`config.mk`:
```
export PLATFORM = sky130hd
export DESIGN_NAME = insn_fetch_unit
export DESIGN_NICKNAME = d
export VERILOG_FILES = /design/src/rtl/insn_fetch_unit.sv
export SDC_FILE = /design/constraint.sdc
export NUM_CORES = 1
export LEC_CHECK = 0
export BUFFER_PORTS_ARGS = -buffer_cell sky130_fd_sc_hd__buf_2
export CAP_MARGIN = 5
export CORE_MARGIN = 2
export CORE_UTILIZATION = 62
export CTS_CLUSTER_DIAMETER = 100
export DETAILED_ROUTE_END_ITERATION = 8
export GPL_ROUTABILITY_DRIVEN = 0
export PLACE_DENSITY = 0.85
export RECOVER_POWER = 25
export SETUP_SLACK_MARGIN = 0.02
export SLEW_MARGIN = 15
export SYNTH_ARGS = -nofsm -noshare
export SYNTH_HDL_FRONTEND = slang
export SYNTH_SLANG_ARGS = --single-unit
```
`constraint.sdc`:
```
create_clock -name clk -period 13.5 [get_ports clk]
set_input_delay 2.025 -clock clk [delete_from_list [all_inputs] [get_ports clk]]
set_output_delay 2.025 -clock clk [all_outputs]
set_load 0.1 [all_outputs]
```
`src/rtl/insn_fetch_unit.sv`:
```
// insn_fetch_unit: PC, single-outstanding fetch to the L1 I-cache,
// and a small instruction FIFO feeding decode; redirects flush it.
module insn_fetch_unit #(
  parameter int                    ADDR_WIDTH  = 32,
  parameter int                    QUEUE_DEPTH = 4,
  parameter logic [ADDR_WIDTH-1:0] RESET_PC    = '0,
  parameter logic [7:0]            CORE_ID     = 8'd0
) (
  input  logic                  clk,
  input  logic                  reset,
  output logic                  req_valid,
  input  logic                  req_ready,
  output logic [ADDR_WIDTH-1:0] req_address,
  output logic [7:0]            req_source,
  input  logic                  resp_valid,
  output logic                  resp_ready,
  input  logic [ADDR_WIDTH-1:0] resp_address,
  input  logic [63:0]           resp_payload,
  input  logic                  redirect_valid,
  input  logic [ADDR_WIDTH-1:0] redirect_pc,
  output logic                  insn_valid,
  input  logic                  insn_ready,
  output logic [ADDR_WIDTH-1:0] insn_pc,
  output logic [63:0]           insn_word,
  output logic                  fetch_stall,
  output logic                  fetch_error
);

  localparam int            PW      = $clog2(QUEUE_DEPTH);
  localparam logic [PW:0]   LP_FULL = (PW+1)'(QUEUE_DEPTH);

  typedef enum logic {
    S_FETCH,
    S_WAIT
  } state_t;

  state_t                r_state;
  state_t                w_state_nx;
  logic [ADDR_WIDTH-1:0] r_pc;
  logic [ADDR_WIDTH-1:0] w_pc_nx;
  logic [ADDR_WIDTH-1:0] r_exp;
  logic [ADDR_WIDTH-1:0] w_exp_nx;
  logic                  r_discard;
  logic                  w_discard_nx;
  logic                  r_err;
  logic                  w_err_set;
  logic                  w_push;
  logic                  w_pop;
  logic                  w_full;
  logic                  w_issue;
  logic                  w_rsp;
  logic [ADDR_WIDTH-1:0] w_redir_pc;
  logic                  w_unused;

  logic [PW-1:0]         r_head;
  logic [PW-1:0]         r_tail;
  logic [PW:0]           r_count;
  logic [ADDR_WIDTH-1:0] r_q_pc   [QUEUE_DEPTH];
  logic [63:0]           r_q_word [QUEUE_DEPTH];

  assign w_full      = (r_count == LP_FULL);
  assign req_valid   = !reset && (r_state == S_FETCH) && !w_full;
  assign w_issue     = req_valid && req_ready;
  assign resp_ready  = !reset && (r_state == S_WAIT);
  assign w_rsp       = resp_ready && resp_valid;
  assign fetch_stall = !reset && (r_state == S_FETCH)
                       && (w_full || !req_ready);
  assign req_address = r_pc;
  assign req_source  = CORE_ID;
  assign fetch_error = r_err;

  assign insn_valid  = (r_count != '0);
  assign insn_pc     = insn_valid ? r_q_pc[r_head] : '0;
  assign insn_word   = insn_valid ? r_q_word[r_head] : '0;
  // A redirect flushes the queue, so a same-cycle pop is void.
  assign w_pop       = insn_valid && insn_ready && !redirect_valid;

  assign w_redir_pc  = {redirect_pc[ADDR_WIDTH-1:3], 3'b000};
  assign w_unused    = ^redirect_pc[2:0];

  // Next-state: fetch/wait sequencing, redirect overrides everything.
  always_comb begin
    w_state_nx   = r_state;
    w_pc_nx      = r_pc;
    w_exp_nx     = r_exp;
    w_discard_nx = r_discard;
    w_push       = 1'b0;
    w_err_set    = 1'b0;
    unique case (r_state)
      S_FETCH: begin
        if (w_issue) begin
          w_pc_nx    = r_pc + ADDR_WIDTH'(8);
          w_exp_nx   = r_pc;
          w_state_nx = S_WAIT;
        end
      end
      S_WAIT: begin
        if (w_rsp) begin
          w_state_nx = S_FETCH;
          if (r_discard) begin
            w_discard_nx = 1'b0;
          end else if (resp_address != r_exp) begin
            w_err_set = 1'b1;
            w_pc_nx   = r_exp;
          end else begin
            w_push = 1'b1;
          end
        end
      end
      default: ;
    endcase
    if (redirect_valid) begin
      w_pc_nx   = w_redir_pc;
      w_push    = 1'b0;
      w_err_set = 1'b0;
      if (r_state == S_WAIT) begin
        if (w_rsp) begin
          w_state_nx   = S_FETCH;
          w_discard_nx = 1'b0;
        end else begin
          w_state_nx   = S_WAIT;
          w_discard_nx = 1'b1;
        end
      end else if (w_issue) begin
        // The issued request cannot be retracted; drop its reply.
        w_state_nx   = S_WAIT;
        w_discard_nx = 1'b1;
      end else begin
        w_state_nx = S_FETCH;
      end
    end
  end

  // Control state register with sticky error flag.
  always_ff @(posedge clk) begin
    if (reset) begin
      r_state   <= S_FETCH;
      r_pc      <= RESET_PC;
      r_exp     <= '0;
      r_discard <= 1'b0;
      r_err     <= 1'b0;
    end else begin
      r_state   <= w_state_nx;
      r_pc      <= w_pc_nx;
      r_exp     <= w_exp_nx;
      r_discard <= w_discard_nx;
      r_err     <= r_err | w_err_set;
    end
  end

  // FIFO pointers and occupancy; flushed on reset or redirect.
  always_ff @(posedge clk) begin
    if (reset || redirect_valid) begin
      r_head  <= '0;
      r_tail  <= '0;
      r_count <= '0;
    end else begin
      if (w_push) r_tail <= r_tail + PW'(1);
      if (w_pop)  r_head <= r_head + PW'(1);
      unique case ({w_push, w_pop})
        2'b10:   r_count <= r_count + (PW+1)'(1);
        2'b01:   r_count <= r_count - (PW+1)'(1);
        default: r_count <= r_count;
      endcase
    end
  end

  // FIFO storage write at the tail.
  always_ff @(posedge clk) begin
    if (w_push) begin
      r_q_pc[r_tail]   <= r_exp;
      r_q_word[r_tail] <= resp_payload;
    end
  end

endmodule

```
==> results of run 1 <==
[placed cells by master, fill, tap and decap left out, types with 6 or more instances in the layout]
master     synthesis  routed
nor3_1            15      14
a21oi_1           67      67
nand2_1          106     106
nor4_1            10      10
a211oi_1           8       8
dfxtp_1           76      74
o21ai_0           20      20
edfxtp_1         384     384
nor2_1            38      38
clkbuf_16          0      47
conb_1             1       8
a221o_1            6       6
mux4_2            96      96
ha_1               6       6
a31oi_1           10      10
buf_2              3     231
o22ai_1            7       7
nand3_1           18      17
clkbuf_1          58      37
buf_4              8      14
o31ai_1            6       6
mux2i_1            6       6
and2_1           107     103
xnor2_1            6       6
xor2_1            38      38
inv_1             20      20
and3_1             8       8
clkinv_1           2      11
nand4_1            9       9
[cell usage after synthesis, drive strengths merged, types with 11 or more instances]
| master | instances |
|---|---|
| o21ai | 21 |
| nand4 | 11 |
| a21oi | 67 |
| nand2 | 106 |
| xor2 | 38 |
| nand3 | 18 |
| nor2 | 38 |
| mux4 | 96 |
| buf | 29 |
| and2 | 107 |
| inv | 21 |
| nor3 | 15 |
| nor4 | 11 |
| edfxtp | 384 |
| dfxtp | 76 |
| clkbuf | 58 |
[area by class of cell]
type / instances / area [µm²]
flip-flops and latches: 460 / 13100
fillers: 1919 / 8310
multi-input cells: 664 / 5620
repair buffers: 277 / 1380
clock buffers: 57 / 1260
well taps: 396 / 495
clock inverters: 25 / 214
inverters: 23 / 86.3
diodes: 1 / 2.50
[power by group through the flow]
stage               clock network, mW  logic, mW  registers (mW)
floorplan                           0     0.0670            1.63
global placement                    0      0.155            1.59
detailed placement                  0      0.159            1.59
CTS                              1.25      0.160            1.56
global route                     1.31      0.169            1.56
finish                           1.23      0.160            1.56
[worst paths after layout]
kind | start | to | cells past startpoint
worst max-delay path | redirect_valid | r_q_word[3][19] | 8
worst min-delay path | fetch_error | fetch_error | 2
worst max register to register | r_exp[16] | r_q_word[3][19] | 6
worst min register to register | fetch_error | fetch_error | 2
[critical path, delay by kind of cell]
kind | cells | cell delay, ns
simple gates | 4 | 2.64
buf+inv | 4 | 1.54
[metal layers]
metal  up-vias  share of wire, %  GRT usage [%]
li1       5209                 -              -
met1      5845                39           38.2
met2       757                48           43.9
met3       104               9.8           4.86
met4         2               3.2           8.10
met5         -             0.030              0
[cells by family after synthesis]
group / after synthesis / synth area share (%)
adder cells (fa/ha/maj): 7 / 0.498
XOR/XNOR: 44 / 2.02
AO/OA/AOI/OAI: 169 / 5.82
other: 1 / 0.0197
AND/OR/NAND/NOR: 331 / 9.02
buffers and inverters: 110 / 2.38
multiplexers: 105 / 11.8
flip-flops: 460 / 68.4
[sequential cells by signal, summed over array words and instances (netlist names), named ones only]
register	count
r_q_pc	128
req_address	29
r_discard	1
r_head	2
r_tail	2
r_q_word	256
fetch_error	1
r_state	1
r_exp	32
r_count	3
==> results by group, run 1 <==
Global routing
  • Total Routing Usage GR: 27.1%
  • Vias in the first global route: 11700
  • First-pass GRT wire length: 67800 µm
  • GRT overflow: 0
  • Largest net degree at the start of global routing: 73
  • Antenna violations before repair: 1

Synthesis
  • Synth Instances: 1227
  • Syn_area_per_cell: 15.5 µm²
  • Yosys top cell by area: edfxtp_1
  • Sequential fraction of the synthesis area: 68.4%
  • Synth Flop Type: edfxtp_1
  • Area share of the largest cell type after synthesis: 60.4%
  • YS warnings: 0
  • Number of flops mapped to enable cells by yosys: about 380
  • Netlist cell types: 63
  • Mapped Area: between 15000 and 20000 µm²
  • #FFs+latches synth: 460
  • Synth top area cells: edfxtp_1, mux4_2, dfxtp_1, and2_1, nand2_1
  • Ys async rst share: 0%

Worst setup path
  • Critical Path Most Common Cell: buf_4
  • R2R setup slack: 8.79 ns
  • Crit end category: flop
  • Slowest CP cell: nor3b_1
  • Crit path DAT: 6.26 ns
  • Max FO, Critical Path: 53
  • Critical Path Start Type: input pin
  • Crit-path cells: buf_2 -> buf_4 -> clkinv_1 -> nand2_1 -> nor3_1 -> nor3b_1 -> and2_4 -> buf_4
  • Required @ worst endpoint: 13.64 ns
  • Crit-path max cell delay: roughly 0.84 ns
  • WS Path Type: in -> reg

STA
  • Crit path time final: 6.12 ns
  • Max-slew violation count: 0
  • Final worst slack: 7.38 ns
  • Final clock skew: 0.0382 ns
  • Crit share post-route: a little under half
  • Slew margin rel.: 32.1%
  • RSZ-0062 raised after global routing: false
  • Slew @ Worst Pin: 1.02 ns
  • Final hold violations: 0
  • Final setup fails: 0
  • Max Clock Freq: 0.163 GHz
  • Hold slack: ~0.47 ns
  • TNS Setup: 0 ns

Min path
  • Hold crit path type: reg -> reg

Clock network
  • CTS sink count: 460
  • H-Tree Depth: 2
  • Clk slew on worst S/H paths: 0.06 ns
  • Clock Latency Late Sink: 0.55 ns
  • TritonCTS Buffers: 45
  • Root Buffer: clkbuf_16
  • Setup Fix Bufs, Post-CTS: 0
  • Clk buf depth: 3
  • TritonCTS clock tree: yes
  • Hold-fix buffers, CTS: 0
  • PostCTS Resize Cnt: 0

Pwr
  • Maximum vdd ir drop: roughly 0.1 mV
  • Clk network pwr share: between 40% and 50%
  • Sequential fraction of design power: 52.8%
  • Leak: 7.99 nW
  • Total power: 2.95 mW
  • Internal power: 2.30 mW
  • Switching power: 652 µW
  • Net Sw Frac: between 20 and 25%
  • Comb pwr share: 5.4%
  • P per Cell Area: around 130 nW/µm²

Floorplanning
  • Cell Rows: 64
  • Die W: around 180 µm
  • Initial Util: about 63%
  • Top-Level Pins: 275
  • Die area: roughly 32000 µm²
  • Core Region: approximately 30000 µm²
  • Die height: around 180 µm

Route
  • Vias per Instance: 6.26
  • Routed vias: 11900
  • Wire per inst: 23.1 µm
  • Total wire length: 43900 µm
  • Final ANT Viol Nets: 0
  • Drt drc: 0
  • First-pass DRT Iterations: 6
  • Iter 0 DRT Violations: between 1000 and 1500

Placed design
  • Placed Area: 20700 µm²
  • Pre-CTS setup slack: 6.88 ns
  • IO buf count: about 260
  • DP Wirelength: 26600 µm
  • Placed cells: 1820

Run
  • Max cap viols: 0

Layout
  • Share of cells above drive strength 1: 28.6%
  • Final #Nets: 1612
  • Post-Layout Inst Area: 22100 µm²
  • Finished Layout Cells: 1903
  • Area delta synth->final: 16.0%
  • Final core utilization: 72.7%

Status
  • Status: finished, final reports clean
Power figures use the tool's default switching activity.
==> run 2, diff against run 1 <==
CORE_UTILIZATION = 52   (was 62)
PLACE_DENSITY = 0.76   (was 0.85)
clock period = 5 ns   (was 13.5 ns; I/O delays follow)
==> results by group, run 2 (synthesized netlist as in run 1, its figures left out) <==
Global routing
  • Vias in the first global route: 11500 (-1.0%)
  • GRT overflow: 0 (unchanged)
  • Total Routing Usage GR: 22.3% (-4.7 points)
  • First-pass GRT wire length: 65500 µm (-3.3%)
  • Largest net degree at the start of global routing: 72 (-1.4%)
  • Antenna violations before repair: 1 (unchanged)

Min path
  • Hold Path Depth: 1 (-1)
  • Hold path startpoint: resp_payload[61]
  • Hold crit path type: in -> reg
  • Min-Delay Endpoint: r_q_word[0][61]

Worst setup path
  • Worst r2r dst: r_q_word[3][25]
  • Required @ worst endpoint: 5.22 ns (-8.42 ns)
  • Max FO, Critical Path: 21 (-60%)
  • R2R setup slack: 1.29 ns (-7.50 ns)
  • Crit-path cells: xor2_1 -> nor4_1 -> nand4_1 -> nor3b_1 -> and2_4 -> buf_4
  • Crit path from: r_exp[6]
  • Critical Path Start Type: flop
  • Crit-path max cell delay: 0.89 ns (+0.05 ns)
  • Slowest CP cell: nor3b_1
  • Crit path DAT: 3.93 ns (-2.33 ns)
  • Reg2Reg Depth: 6 (unchanged)
  • WS Path Type: reg -> reg
  • Crit end category: flop
  • Critical R2R Launch: r_exp[6]

STA
  • Slew margin rel.: 26.1% (-6.0 points)
  • Final setup fails: 0 (unchanged)
  • Crit path time final: 3.71 ns
  • Final hold violations: 0 (unchanged)
  • Slew @ Worst Pin: 1.10 ns (+0.0806 ns)
  • TNS Setup: 0 ns (unchanged)
  • Max-slew violation count: 0 (unchanged)
  • Max Clock Freq: 0.269 GHz
  • Final clock skew: 0.0260 ns (-0.0122 ns)
  • Crit share post-route: 74.3%
  • RSZ-0062 raised after global routing: false

Clock network
  • CTS sink count: 460 (unchanged)
  • TritonCTS clock tree: yes
  • Clk buf depth: 3 (unchanged)
  • Clock Latency Late Sink: 0.55 ns (about the same)
  • H-Tree Depth: 2 (unchanged)
  • Clk slew on worst S/H paths: 0.06 ns (about the same)
  • Setup Fix Bufs, Post-CTS: 0 (unchanged)
  • PostCTS Resize Cnt: 0 (unchanged)
  • Hold-fix buffers, CTS: 0 (unchanged)
  • Root Buffer: clkbuf_16
  • TritonCTS Buffers: 46 (+2.2%)

Floorplanning
  • Die area: 38200 µm² (+19%)
  • Initial Util: 52.5% (-10 points)
  • Die height: 196 µm (+9.0%)
  • Core Region: 36300 µm² (+19%)
  • Die W: 196 µm (+9.0%)
  • Top-Level Pins: 275 (unchanged)
  • Cell Rows: 70 (+9.4%)

Layout
  • Share of cells above drive strength 1: 27.2% (-1.4 points)
  • Finished Layout Cells: 1990 (+4.6%)
  • Storage element area: 13100 µm² (unchanged)
  • Leading cell types in the layout, fill and taps excluded: edfxtp_1, buf_2, nand2_1
  • Largest Register: r_q_word
  • Final core utilization: 61.7% (-11 points)
  • Area delta synth->final: 17.6%
  • Max reg flops: 256 (unchanged)
  • Final #Nets: 1627 (+0.93%)
  • FILL cells: 2722 (+42%)
  • Largest regs: r_q_word: 256 flops, r_q_pc: 128 flops, r_exp: 32 flops
  • Multi-input gate area: 5620 µm² (unchanged)
  • Commonest non-fill, non-tap cell in the layout: edfxtp_1

Route
  • Total wire length: 42800 µm (-2.5%)
  • Vias per Instance: 5.87 (-6.2%)
  • Routed vias: 11700 (-2.0%)
  • First-pass DRT Iterations: 5 (-1)
  • Final ANT Viol Nets: 0 (unchanged)
  • Wire per inst: 21.5 µm (-6.8%)
  • Drt drc: 0 (unchanged)
  • Iter 0 DRT Violations: 772 (-34%)

Placed design
  • IO buf count: 263 (unchanged)
  • Placed cells: 1906 (+4.7%)
  • DP Wirelength: 27600 µm (+3.7%)

Status
  • Status: finished, final reports clean

Pwr
  • P per Cell Area: 357 nW/µm² (+170%)
  • Leak: 8.03 nW (+0.48%)
  • Total power: 8.01 mW (+170%)
  • Maximum vdd ir drop: 0.221 mV (+120%)

Run
  • Max cap viols: 0 (unchanged)
==> run 2: cell count changes in the layout (fill, tap and decap cells not counted), sizes merged <==
cell / change
buf: -16
clkinv: +3
clkinvlp: -2
inv: +2
clkbuf: +27
bufinv: +1
==> run 2: power breakdown <==
part	total, mW	switching, mW	internal, mW
Clock	3.36	1.39	1.98
Sequential	4.21	0.0520	4.16
Combinational	0.433	0.326	0.107
==> run 2: area by class of cell <==
cell class	instances	area share, %
sequential	460	58.2
multi-input combinational	664	25.0
timing repair buffer	291	7.07
clock buffer	54	5.50
tap	468	2.61
clock inverter	29	1.17
inverter	23	0.385
antenna	1	0.0112
==> run 2: metal layers <==
layer | share of wire [%] | track usage [%] | wire (µm)
met5 | 0.016 | 0 | 7
met4 | 2.8 | 7.12 | 1210
met1 | 42 | 31.8 | 17900
met3 | 8.5 | 3.64 | 3640
met2 | 47 | 35.7 | 20100
==> run 2: how the worst max path moves through the flow <==
stage / endpoint / slack [ns] / cells past startpoint
after floorplan: r_q_pc[1][0] / 0.26 / 6
after global placement: r_q_word[3][29] / 0.96 / 7
after detailed placement: r_q_word[1][29] / 0.88 / 7
after CTS: r_q_word[3][31] / 1.21 / 6
after global routing: r_count[1] / 0.99 / 11
final: r_q_word[3][25] / 1.29 / 6
==> run 2: metrics by stage <==
step / hold WS [ns] / instance area [µm²] / setup WS, ns
floorplan: 0.456 / 19100 / 0.261
global placement: 0.438 / 21000 / 0.957
detailed placement: 0.446 / 21000 / 0.881
CTS: 0.402 / 22500 / 1.21
global route: 0.437 / 22400 / 0.993
finish: 0.440 / 22400 / 1.29
==> run 2: worst max-delay path: cells and delay by family (launching register included) <==
kind,cells,cell delay (ns)
DFF,1,0.51
buffers and inverters,1,0.35
xor gates and xnor gates,1,0.13
and+or+nand+nor,4,2.37
